<file path="config.mk">
export PLATFORM = sky130hd
export DESIGN_NAME = bomb_slot_arbiter
export DESIGN_NICKNAME = d
export VERILOG_FILES = /design/src/rtl/bomb_slot_arbiter.sv
export SDC_FILE = /design/constraint.sdc
export NUM_CORES = 1
export LEC_CHECK = 0
export ABC_CLOCK_PERIOD_IN_PS = 5010
export CORE_MARGIN = 3
export CORE_UTILIZATION = 30
export DETAILED_ROUTE_END_ITERATION = 8
export GPL_ROUTABILITY_DRIVEN = 0
export PLACE_DENSITY = 0.53
export REMOVE_ABC_BUFFERS = 1
export SYNTH_ARGS = -nofsm -noshare
export SYNTH_HDL_FRONTEND = slang
export SYNTH_SLANG_ARGS = --single-unit
</file>
<file path="constraint.sdc">
create_clock -name clock -period 5.01 [get_ports clock]
set_input_delay 0.501 -clock clock [delete_from_list [all_inputs] [get_ports clock]]
set_output_delay 0.501 -clock clock [all_outputs]
set_load 0.01 [all_outputs]
</file>
<file path="src/rtl/bomb_slot_arbiter.sv">
// Bomb slot pool shared by two players. Each cycle it arbitrates the two
// players' bomb requests round-robin, counts down the fuses and reports
// one expired bomb per cycle downstream.
//
// Handshake: req0/req1 are one-cycle pulses sampled at the clock edge; each
// request gets exactly one grant or reject pulse, registered one cycle later.
// explodeValid is a one-cycle pulse with no back-pressure. Each explosion
// event is emitted exactly once, and explodeX/Y/Owner are only meaningful
// while explodeValid is high.
module bomb_slot_arbiter #(
  parameter int NUM_SLOTS      = 4,
  parameter int MAX_PER_PLAYER = 2,
  parameter int FUSE_TICKS     = 8,
  parameter int FUSE_W         = 4
) (
  input  logic                   clock,
  input  logic                   reset,
  input  logic                   tick,
  input  logic                   req0,
  input  logic                   req1,
  input  logic                   stunned0,
  input  logic                   stunned1,
  input  logic [5:0]             posX0,
  input  logic [5:0]             posY0,
  input  logic [5:0]             posX1,
  input  logic [5:0]             posY1,
  output logic                   grant0,
  output logic                   grant1,
  output logic                   reject0,
  output logic                   reject1,
  output logic                   explodeValid,
  output logic [5:0]             explodeX,
  output logic [5:0]             explodeY,
  output logic                   explodeOwner,
  output logic [1:0]             live0,
  output logic [1:0]             live1,
  output logic [2*NUM_SLOTS-1:0] slot_states
);

  localparam int SW = (NUM_SLOTS > 1) ? $clog2(NUM_SLOTS) : 1;
  localparam int CW = $clog2(NUM_SLOTS + 1);

  typedef enum logic [1:0] {FREE = 2'd0, ARMED = 2'd1, PENDING = 2'd2} slot_state_e;

  slot_state_e       state_q [NUM_SLOTS];
  logic              own_q   [NUM_SLOTS];
  logic [5:0]        x_q     [NUM_SLOTS];
  logic [5:0]        y_q     [NUM_SLOTS];
  logic [FUSE_W-1:0] fuse_q  [NUM_SLOTS];
  logic              ptr_q;

  logic [CW-1:0] cnt      [2];
  logic [CW-1:0] cnt_next [2];
  logic [1:0]    req_v;
  logic [1:0]    stun_v;
  logic [5:0]    px [2];
  logic [5:0]    py [2];
  logic          first;
  logic          second;
  logic          f_free, f_clash, f_ok;
  logic          s_free, s_clash, s_ok;
  logic [SW-1:0] f_slot, s_slot;
  logic          p_found;
  logic [SW-1:0] p_slot;
  logic          g0, g1, d0, d1;

  // Expose every slot's state for observation.
  always_comb begin
    slot_states = '0;
    for (int s = 0; s < NUM_SLOTS; s++) slot_states[2*s +: 2] = state_q[s];
  end

  // Live slot count per player (ARMED and PENDING both count).
  always_comb begin
    cnt[0] = '0;
    cnt[1] = '0;
    for (int s = 0; s < NUM_SLOTS; s++) begin
      if (state_q[s] != FREE) begin
        if (own_q[s]) cnt[1] = cnt[1] + CW'(1);
        else          cnt[0] = cnt[0] + CW'(1);
      end
    end
  end

  // Evaluate the priority requester first, then the other against the updated pool.
  always_comb begin
    req_v   = {req1, req0};
    stun_v  = {stunned1, stunned0};
    px[0]   = posX0;
    py[0]   = posY0;
    px[1]   = posX1;
    py[1]   = posY1;
    first   = (req0 && req1) ? ptr_q : req1;
    second  = ~first;
    f_free  = 1'b0;
    f_slot  = '0;
    f_clash = 1'b0;
    s_clash = 1'b0;
    for (int s = 0; s < NUM_SLOTS; s++) begin
      if (!f_free && state_q[s] == FREE) begin
        f_free = 1'b1;
        f_slot = SW'(s);
      end
      if (state_q[s] != FREE && x_q[s] == px[first] && y_q[s] == py[first]) f_clash = 1'b1;
      if (state_q[s] != FREE && x_q[s] == px[second] && y_q[s] == py[second]) s_clash = 1'b1;
    end
    f_ok = req_v[first] && !stun_v[first] && (cnt[first] < CW'(MAX_PER_PLAYER)) &&
           !f_clash && f_free;
    // The priority player's new bomb already occupies its cell.
    if (f_ok && px[first] == px[second] && py[first] == py[second]) s_clash = 1'b1;
    s_free = 1'b0;
    s_slot = '0;
    for (int s = 0; s < NUM_SLOTS; s++) begin
      if (!s_free && state_q[s] == FREE && !(f_ok && f_slot == SW'(s))) begin
        s_free = 1'b1;
        s_slot = SW'(s);
      end
    end
    s_ok = req_v[second] && !stun_v[second] && (cnt[second] < CW'(MAX_PER_PLAYER)) &&
           !s_clash && s_free;
  end

  // Pick the lowest-index expired slot and derive next-cycle live counts.
  always_comb begin
    p_found = 1'b0;
    p_slot  = '0;
    for (int s = 0; s < NUM_SLOTS; s++) begin
      if (!p_found && state_q[s] == PENDING) begin
        p_found = 1'b1;
        p_slot  = SW'(s);
      end
    end
    g0 = (f_ok && !first) || (s_ok && !second);
    g1 = (f_ok && first) || (s_ok && second);
    d0 = p_found && !own_q[p_slot];
    d1 = p_found && own_q[p_slot];
    cnt_next[0] = cnt[0] + CW'(g0) - CW'(d0);
    cnt_next[1] = cnt[1] + CW'(g1) - CW'(d1);
  end

  // Slot pool, fuse countdown, explosion reporting and registered outputs.
  always_ff @(posedge clock) begin
    if (!reset) begin
      for (int s = 0; s < NUM_SLOTS; s++) begin
        state_q[s] <= FREE;
        own_q[s]   <= 1'b0;
        x_q[s]     <= '0;
        y_q[s]     <= '0;
        fuse_q[s]  <= '0;
      end
      ptr_q        <= 1'b0;
      grant0       <= 1'b0;
      grant1       <= 1'b0;
      reject0      <= 1'b0;
      reject1      <= 1'b0;
      explodeValid <= 1'b0;
      explodeX     <= '0;
      explodeY     <= '0;
      explodeOwner <= 1'b0;
      live0        <= '0;
      live1        <= '0;
    end else begin
      // Only slots already armed see the tick; newly allocated ones were FREE.
      for (int s = 0; s < NUM_SLOTS; s++) begin
        if (tick && state_q[s] == ARMED) begin
          if (fuse_q[s] > FUSE_W'(1)) fuse_q[s] <= fuse_q[s] - FUSE_W'(1);
          else                        state_q[s] <= PENDING;
        end
      end
      if (p_found) state_q[p_slot] <= FREE;
      if (f_ok) begin
        state_q[f_slot] <= ARMED;
        fuse_q[f_slot]  <= FUSE_W'(FUSE_TICKS);
        own_q[f_slot]   <= first;
        x_q[f_slot]     <= px[first];
        y_q[f_slot]     <= py[first];
      end
      if (s_ok) begin
        state_q[s_slot] <= ARMED;
        fuse_q[s_slot]  <= FUSE_W'(FUSE_TICKS);
        own_q[s_slot]   <= second;
        x_q[s_slot]     <= px[second];
        y_q[s_slot]     <= py[second];
      end
      if (req0 && req1) ptr_q <= ~ptr_q;
      grant0       <= g0;
      grant1       <= g1;
      reject0      <= req0 && !g0;
      reject1      <= req1 && !g1;
      explodeValid <= p_found;
      explodeX     <= p_found ? x_q[p_slot] : 6'd0;
      explodeY     <= p_found ? y_q[p_slot] : 6'd0;
      explodeOwner <= p_found && own_q[p_slot];
      live0        <= cnt_next[0][1:0];
      live1        <= cnt_next[1][1:0];
    end
  end

endmodule

</file>
**Word level (Yosys, flattened, before mapping)**

Memories as Yosys holds them, arrays and structs flattened. A register that Yosys moved wholly into a read port is not among the register bits.
Cells that the tools add are included.

- Mux-type cells: 137
- Multiply operators: 0
- Shift-type cells: 0
- Order comparisons: 10
- Reductions and logical operators: 97
- Equality and inequality tests: 29
- $add $sub $neg: 14
- Divide/modulo/power cells: 0
- Bitwise operators: 12

Operators with widths:

| operator | number |
|---|---|
| $mux W6 | 19 |
| $eq A6 B6 Y1 | 18 |
| $mux W1 | 85 |
| $logic_and A1 B1 Y1 | 56 |
| $mux W3 | 12 |
| $mux W2 | 16 |
| $reduce_or A6 Y1 | 4 |
| $logic_not A1 Y1 | 23 |
| $mux W4 | 5 |
| $add A3 B1 Y3 const B | 6 |
| $gt A4 B1 Y1 const B | 4 |
| $sub A4 B1 Y4 const B | 4 |
| $eq A2 B2 Y1 const B | 6 |
| $eq A2 B1 Y1 const B | 5 |
| $logic_not A2 Y1 | 5 |
| $or A1 B1 Y1 | 8 |
| $reduce_bool A2 Y1 | 4 |
| $lt A3 B2 Y1 const B | 2 |
| $add A2 B1 Y2 | 2 |
| $ge A2 B2 Y1 const B | 2 |
| $lt A1 B2 Y1 const B | 2 |
| $not A1 Y2 | 2 |
| $sub A2 B1 Y2 | 2 |
| $logic_or A1 B1 Y1 | 2 |
| 3 further kinds | 5 |

- Flip-flop bits (word level): 11
- Bits in latches: 0
- Input port bits: 31
- RAM bits: 76
- Output and inout bits: 30
- Memories: 5
- ROM bits: 0
- Logic and storage cells: 313

Memories:

| memory | depth | bits a word | rd ports | clocked after Yosys merged registers in | write ports | line | RTL |
|---|---|---|---|---|---|---|---|
| x_q | 4 | 6 | 5 | 1 | 4 | 47 | `logic [5:0] x_q [NUM_SLOTS];` |
| y_q | 4 | 6 | 5 | 1 | 4 | 48 | `logic [5:0] y_q [NUM_SLOTS];` |
| fuse_q | 4 | 4 | 4 | 0 | 6 | 49 | `logic [FUSE_W-1:0] fuse_q [NUM_SLOTS];` |
| state_q | 4 | 2 | 4 | 0 | 7 | 45 | `slot_state_e state_q [NUM_SLOTS];` |
| own_q | 4 | 1 | 5 | 0 | 4 | 46 | `logic own_q [NUM_SLOTS];` |

**Logic depth before layout (Yosys ltp)**

An unclocked memory read counts as a cell.

- Depth in word-level cells: 41
- Depth in mapped cells: 28
- Mapped depth without buffers: 25

**Least setup slack after synthesis**

Ideal clock, no wire load.

- Path kind: register to register
- Start point: memory state_q[0][1] (netlist name)
- End point: register live1[1]
- Required time: 4.878 ns
- Library setup time: 0.132 ns
- Cell stages (with the launch flop): 27
- Slack: -0.118 ns
- Period minus slack after synthesis: 5.128 ns
- Data arrival time: 4.997 ns
- Path through: dfxtp_1 > or2_2 > clkbuf_1 > and2_1 > ha_1 > mux2_2 > ha_1 > o211ai_1 > o21ai_0 > ha_1 > or2_2 > a2111o_1 > a21oi_1 > and3_1 > clkbuf_1 > and3_1 > buf_2 > a21oi_1 > o21ai_0 > mux2i_1 > inv_1 > ha_1 > inv_1 > ha_1 > xor2_1 > and3_1 > nor3_1

RTL lines:

| element | line | RTL |
|---|---|---|
| start, declared | 45 |  |
| end signal, assigned | 195 | `live1 <= cnt_next[1][1:0];` |
| end, declared | 36 | `output logic [1:0] live1,` |

==> results_dict.tcl <==
set metrics [dict create \
    synth_warnings 0 \
    clk_latency_ns 0.37 \
    floorplan.initialDensity 0.307 \
    critical-path-max-stage-delay_ns 0.37 \
    first_pass_iters 6 \
    cts_buffer_depth 2 \
    max_cap_violations 0 \
    cp.required_ns 5.24 \
    clk_pin_slew_ns 0.08 \
    syn_to_final_growth_pct 25.2 \
    cp_max_fo 5 \
    yosys.area.top_type_share 0.189 \
    ys.flop_type "dfxtp_1" \
    setup_tns_ns 0 \
    antenna_found_initial 0 \
    die_height_um 167 \
    drive_gt1_frac 0.159 \
    post_drt_wl_per_cell_um 23.1 \
    ir_drop_v 0.000164 \
    ios 61 \
    clock-root-buffer "clkbuf_16" \
    netlist_area_mm2 0.00778 \
    stdcell_count 1347 \
    ys_ff_latch 99 \
    drtIter0Drc 930 \
    max_freq_ghz 0.208 \
    min_period_over_period 0.958 \
    slew_violations 0 \
    ctsHoldBuffers 0 \
    maxSlewHeadroom 0.321 \
    cts.sinks 99 \
    crit_chain "or2_2 > and2_4 > ha_1 > mux2_4 > ha_1 > o211ai_1 > o21ai_1 > ha_1 > or2_4 > buf_4 > a2111o_1 > a21oi_2 > and3_4 > nand4_1 > buf_6 > mux2i_4 > inv_1 > ha_1 > inv_1 > ha_1 > xor2_1 > and3_1 > nor3_2" \
    io_buffers 60 \
    n_antenna_cell 0 \
    min_period_ns 4.80 \
    grt_use_total 0.215 \
    vias_per_cell 5.89 \
    yosysSeqAreaShare 0.318 \
    drt-total-wl_um 31100 \
    hpwl_um 23300 \
    power_density_mw_per_mm2 258 \
    cp_common_cell "ha_1" \
    dp_cells 1322 \
    yosysMostFrequentCell "inv_1" \
    synth_edf_count 49 \
    drc 0 \
    die-area_mm2 0.0279 \
    arrival_ns 5.03 \
    stdcell_area_mm2 0.00974 \
    ys_top_cells_by_count "inv_1, nor2_1, xor2_1" \
    path_buf_inv 4 \
    core_mm2 0.0253 \
    hold_violations 0 \
    crit_type "register to register" \
    synth_area_leader_cell "edfxtp_1" \
    grt_first_pass_wirelength_um 46500 \
    critPathSlowestCell "a2111o_1" \
    final_nets 1061 \
    fillerInstances 2553 \
    row_count 58 \
    first_global_vias 7553 \
    status "finished, final reports clean" \
    finClkSkew_ns 0.00897 \
    setup_viol 0 \
    cts_max_level 3 \
    overflow 0 \
    yosys-top-cells-area "edfxtp_1, dfxtp_1, xor2_1" \
    vias 7938 \
    syn-instance-count 918 \
    cp_top_family "simple AND/OR/NAND/NOR gates" \
    endpoint_kind "register" \
    syn_avg_cell_area_um2 8.47 \
    ant_nets 0 \
    start_kind "register" \
    grt_max_degree 30 \
    synth_async_sr_flop_share 0 \
    place_area_mm2 0.00917 \
    numCtsBuffers 9 \
    p_leak_nw 3.68 \
    worst_pin_slew_ns 1.02 \
    die_w_um 167 \
    cts_tree "yes" \
    synth_cell_types 81 \
    min_path_type "register to register" \
]
metrics by stage:
stage | total power [W] | setup slack, ns | util | hold WS [ns]
after floorplan | 0.00138 | 0.0633 | - | 0.491
after global placement | 0.00173 | -0.165 | 0.362 | 0.507
after detailed placement | 0.00173 | -0.245 | 0.362 | 0.519
after CTS | 0.00247 | 0.00548 | 0.376 | 0.529
after global routing | 0.00262 | -0.0310 | 0.384 | 0.561
final | 0.00251 | 0.209 | 0.384 | 0.521
cell usage in the layout (no fill, tap or decap), types with 12 or more instances in the layout:
cell / netlist / routed
a32o_1: 12 / 12
xor2_1: 55 / 55
nor3_1: 31 / 30
xnor2_1: 36 / 35
clkdlybuf4s50_1: 0 / 60
nand2_1: 52 / 52
o22ai_1: 12 / 12
a21oi_1: 43 / 38
o21ai_0: 37 / 33
a221oi_1: 13 / 13
buf_4: 5 / 88
nand4_1: 16 / 16
nand3_1: 26 / 24
a22o_1: 37 / 37
nor2_1: 58 / 58
nor2b_1: 25 / 25
edfxtp_1: 49 / 49
nand2b_1: 12 / 12
ha_1: 18 / 17
inv_1: 64 / 64
dfxtp_1: 50 / 50
a211oi_1: 20 / 19
layout make-up:
type	instances	area (um^2)	area share
clock buffers	10	250	0.0257
clock inverters	6	56.3	0.00578
inverters	65	244	0.0251
multi-input cells	681	4920	0.505
flip-flops and latches	99	2470	0.254
well taps	330	413	0.0424
repair buffers	156	1380	0.142
final timing paths:
check	from	to	slack, ns	depth (start not counted)
max reg2reg	state_q[0][1]	live1[1]	0.21	23
max	state_q[0][1]	live1[1]	0.21	23
min	fuse_q[3][1]	fuse_q[3][1]	0.52	2
min reg2reg	fuse_q[3][1]	fuse_q[3][1]	0.52	2
routing by layer:
| layer | GRT usage | routed length (um) | vias up |
|---|---|---|---|
| met4 | 0.0850 | 1200 | 2 |
| met1 | 0.297 | 13400 | 3821 |
| met3 | 0.0536 | 2940 | 95 |
| met2 | 0.319 | 13500 | 421 |
| li1 | - | - | 3599 |
| met5 | 0.0243 | 92 | - |
flip-flops by register name, summed over array words and instances (netlist names):
register	count
explodeOwner	1
x_q	24
fuse_q	16
explodeValid	1
live0	2
explodeX	6
live1	2
own_q	4
reject1	1
reject0	1
ptr_q	1
state_q	8
y_q	24
grant0	1
grant1	1
explodeY	6
tightest hold or removal path: cells and delay by family (launching register included):
family           cells  cell delay, ns
AND/OR/NAND/NOR      1            0.10
AO/OA/AOI/OAI        1            0.05
flip-flops           1            0.33
timing repair:
action / in CTS / in global routing
pin swaps: 1 / 9
setup buffers: 3 / 4
setup endpoints to repair: 51 / 94
cloned: 0 / 2
gates resized for setup: 9 / 36
kinds of logic (layout without fill, tap and decap cells):
kind of cell | count (synthesis) | count (layout) | synth area share
fa+ha+maj | 18 | 18 | 0.0290
xor+xnor | 91 | 91 | 0.102
mux | 21 | 21 | 0.0291
simple gates | 287 | 287 | 0.193
compound gates | 264 | 264 | 0.256
buf+inv | 138 | 237 | 0.0730
flops | 99 | 99 | 0.318
report_power, final:
| group | internal, W | total (W) | leakage (nW) | switching, W |
|---|---|---|---|---|
| Clock | 0.000377 | 0.000739 | 0.151 | 0.000361 |
| Sequential | 0.000920 | 0.00100 | 0.916 | 0.0000830 |
| Combinational | 0.000323 | 0.000767 | 2.62 | 0.000444 |
Power figures use the tool's default switching activity.
==> edit, RTL diff (same flow settings) <==
Make the reset (`reset`) asynchronous in one clocked block.
--- a/src/rtl/bomb_slot_arbiter.sv
+++ b/src/rtl/bomb_slot_arbiter.sv
@@ -139,7 +139,7 @@
   end
 
   // Slot pool, fuse countdown, explosion reporting and registered outputs.
-  always_ff @(posedge clock) begin
+  always_ff @(posedge clock or negedge reset) begin
     if (!reset) begin
       for (int s = 0; s < NUM_SLOTS; s++) begin
         state_q[s] <= FREE;
Check against the original RTL: differs if reset is asserted again (counterexample within 4 cycles, from zero or initial values and one cycle with reset low); with reset held inactive, the same outputs for 4 cycles.
==> edit against the original RTL <==
  * Setup slack better by 67 ps
  * Non-clock buffer count is 25 lower
  * Global-route usage barely moved
  * Routed wire length up 1.8%
  * Area after synthesis up 5.1%
  * Critical path depth unchanged
  * Final area down 0.19%
  * Sequential cell count did not move
  * Count of clock-buffer cells in the layout fell by 1
  * Highest routed layer is now met4
Power is not compared: it rests on default switching activity, and its combinational part moved more than twofold at a synthesized area within 25%.
==> edit: results (changes against the original RTL) <==
stage	metric	value	unit	change
detailed_routing	route.vias.total	8150		+2.7%
synthesis	synthesis.area_per_instance	8.41	sq um	-0.75%
detailed_routing	top_layer	met4		
detailed_routing	wirelength_met1	13600	microns	+1.6%
place	place.detailed.hpwl	23600	microns	+0.93%
grt	groute.layer.met2.usage	0.318		about the same
cells_and_area	share_of_layout_cells_above_drive_strength_1	0.165		+0.00528
status	status	finished clean		
grt	grt_pass1_wl	48200	microns	+3.5%
detailed_routing	routed-wl-met3	3130	microns	+6.2%
worst_setup_path	path_delay_family	compound AO/OA/AOI/OAI gates		
worst_setup_path	r2r-end	live0[1]		
synthesis	dominant_register_cell_in_the_synthesized_netlist	sky130_fd_sc_hd__dfrtp_1		
synthesis	post_synth_main_area_contributors	sky130_fd_sc_hd__dfrtp_1, sky130_fd_sc_hd__xnor2_1, sky130_fd_sc_hd__o221a_2		
clock_network	cts.repair_timing.setup_buffer_count	0		-3
worst_setup_path	reg2reg_slack	280	ps	+70 ps
detailed_routing	detail_route.first_pass.iterations	7		+1
detailed_routing	drtIter0Drc	1264		+36%
synthesis	ys_seq_area_frac	0.303		-0.0148
grt	largest_net_degree_at_the_start_of_global_routing	52		+73%
grt	met3_usage	0.0397		-0.0139
worst_setup_path	slowest_cell_on_the_critical_path	sky130_fd_sc_hd__dfrtp_1		
grt	gr-usage-all-layers	0.215		about the same
timing	finalClockSkew	10.4	ps	+1.45 ps
detailed_routing	average_via_count_per_standard_cell	5.96		+1.1%
timing	worstMarginPinSlew	743	ps	-274 ps
edit: changes by cell type after synthesis, sizes merged, moves of 25 or more:
cell and delta:
a22o -33, xor2 -25, dfrtp +99, edfxtp -49, o221a +36, dfxtp -50
edit: kinds of logic after synthesis:
| group | share of synthesized area |
|---|---|
| AOI/OAI and AO/OA | 0.280 |
| muxes | 0.0205 |
| adders and majority gates | 0.0276 |
| xor gates and xnor gates | 0.0825 |
| buffers and inverters | 0.0808 |
| DFF | 0.303 |
| and+or+nand+nor | 0.206 |
edit: cell type report:
class                           count  area, sq um
Clock buffer                        9          225
Clock inverter                      7         80.1
Fill cell                        2725        16700
Inverter                           68          255
Multi-Input combinational cell    719         5080
Sequential cell                    99         2480
Tap cell                          335          419
Timing Repair Buffer              131         1180
edit: power breakdown:
| part | internal [uW] | switching (uW) | total, uW |
|---|---|---|---|
| combinational | 1740 | 1970 | 3700 |
| clock | 357 | 369 | 726 |
| sequential | 1180 | 621 | 1800 |
edit: worst max-delay path by stage:
stage	end	slack, ps	cells past startpoint
final	live0[1]	280	23
after global routing	live0[1]	1	23
after CTS	live0[1]	120	22
after detailed placement	live0[1]	160	22
after global placement	live0[1]	230	22
after floorplan	live0[1]	-220	22
edit: metrics by stage:
stage | setup TNS (ps) | utilization | cell area, sq um | worst slack, ps | total power (uW)
after floorplan | -490 | - | 7770 | -218 | 3960
after global placement | 0 | 0.355 | 9370 | 232 | 5360
after detailed placement | 0 | 0.355 | 9370 | 157 | 5380
after CTS | 0 | 0.366 | 9680 | 119 | 6130
after global routing | 0 | 0.368 | 9720 | 1.20 | 6680
final | 0 | 0.368 | 9720 | 276 | 6230
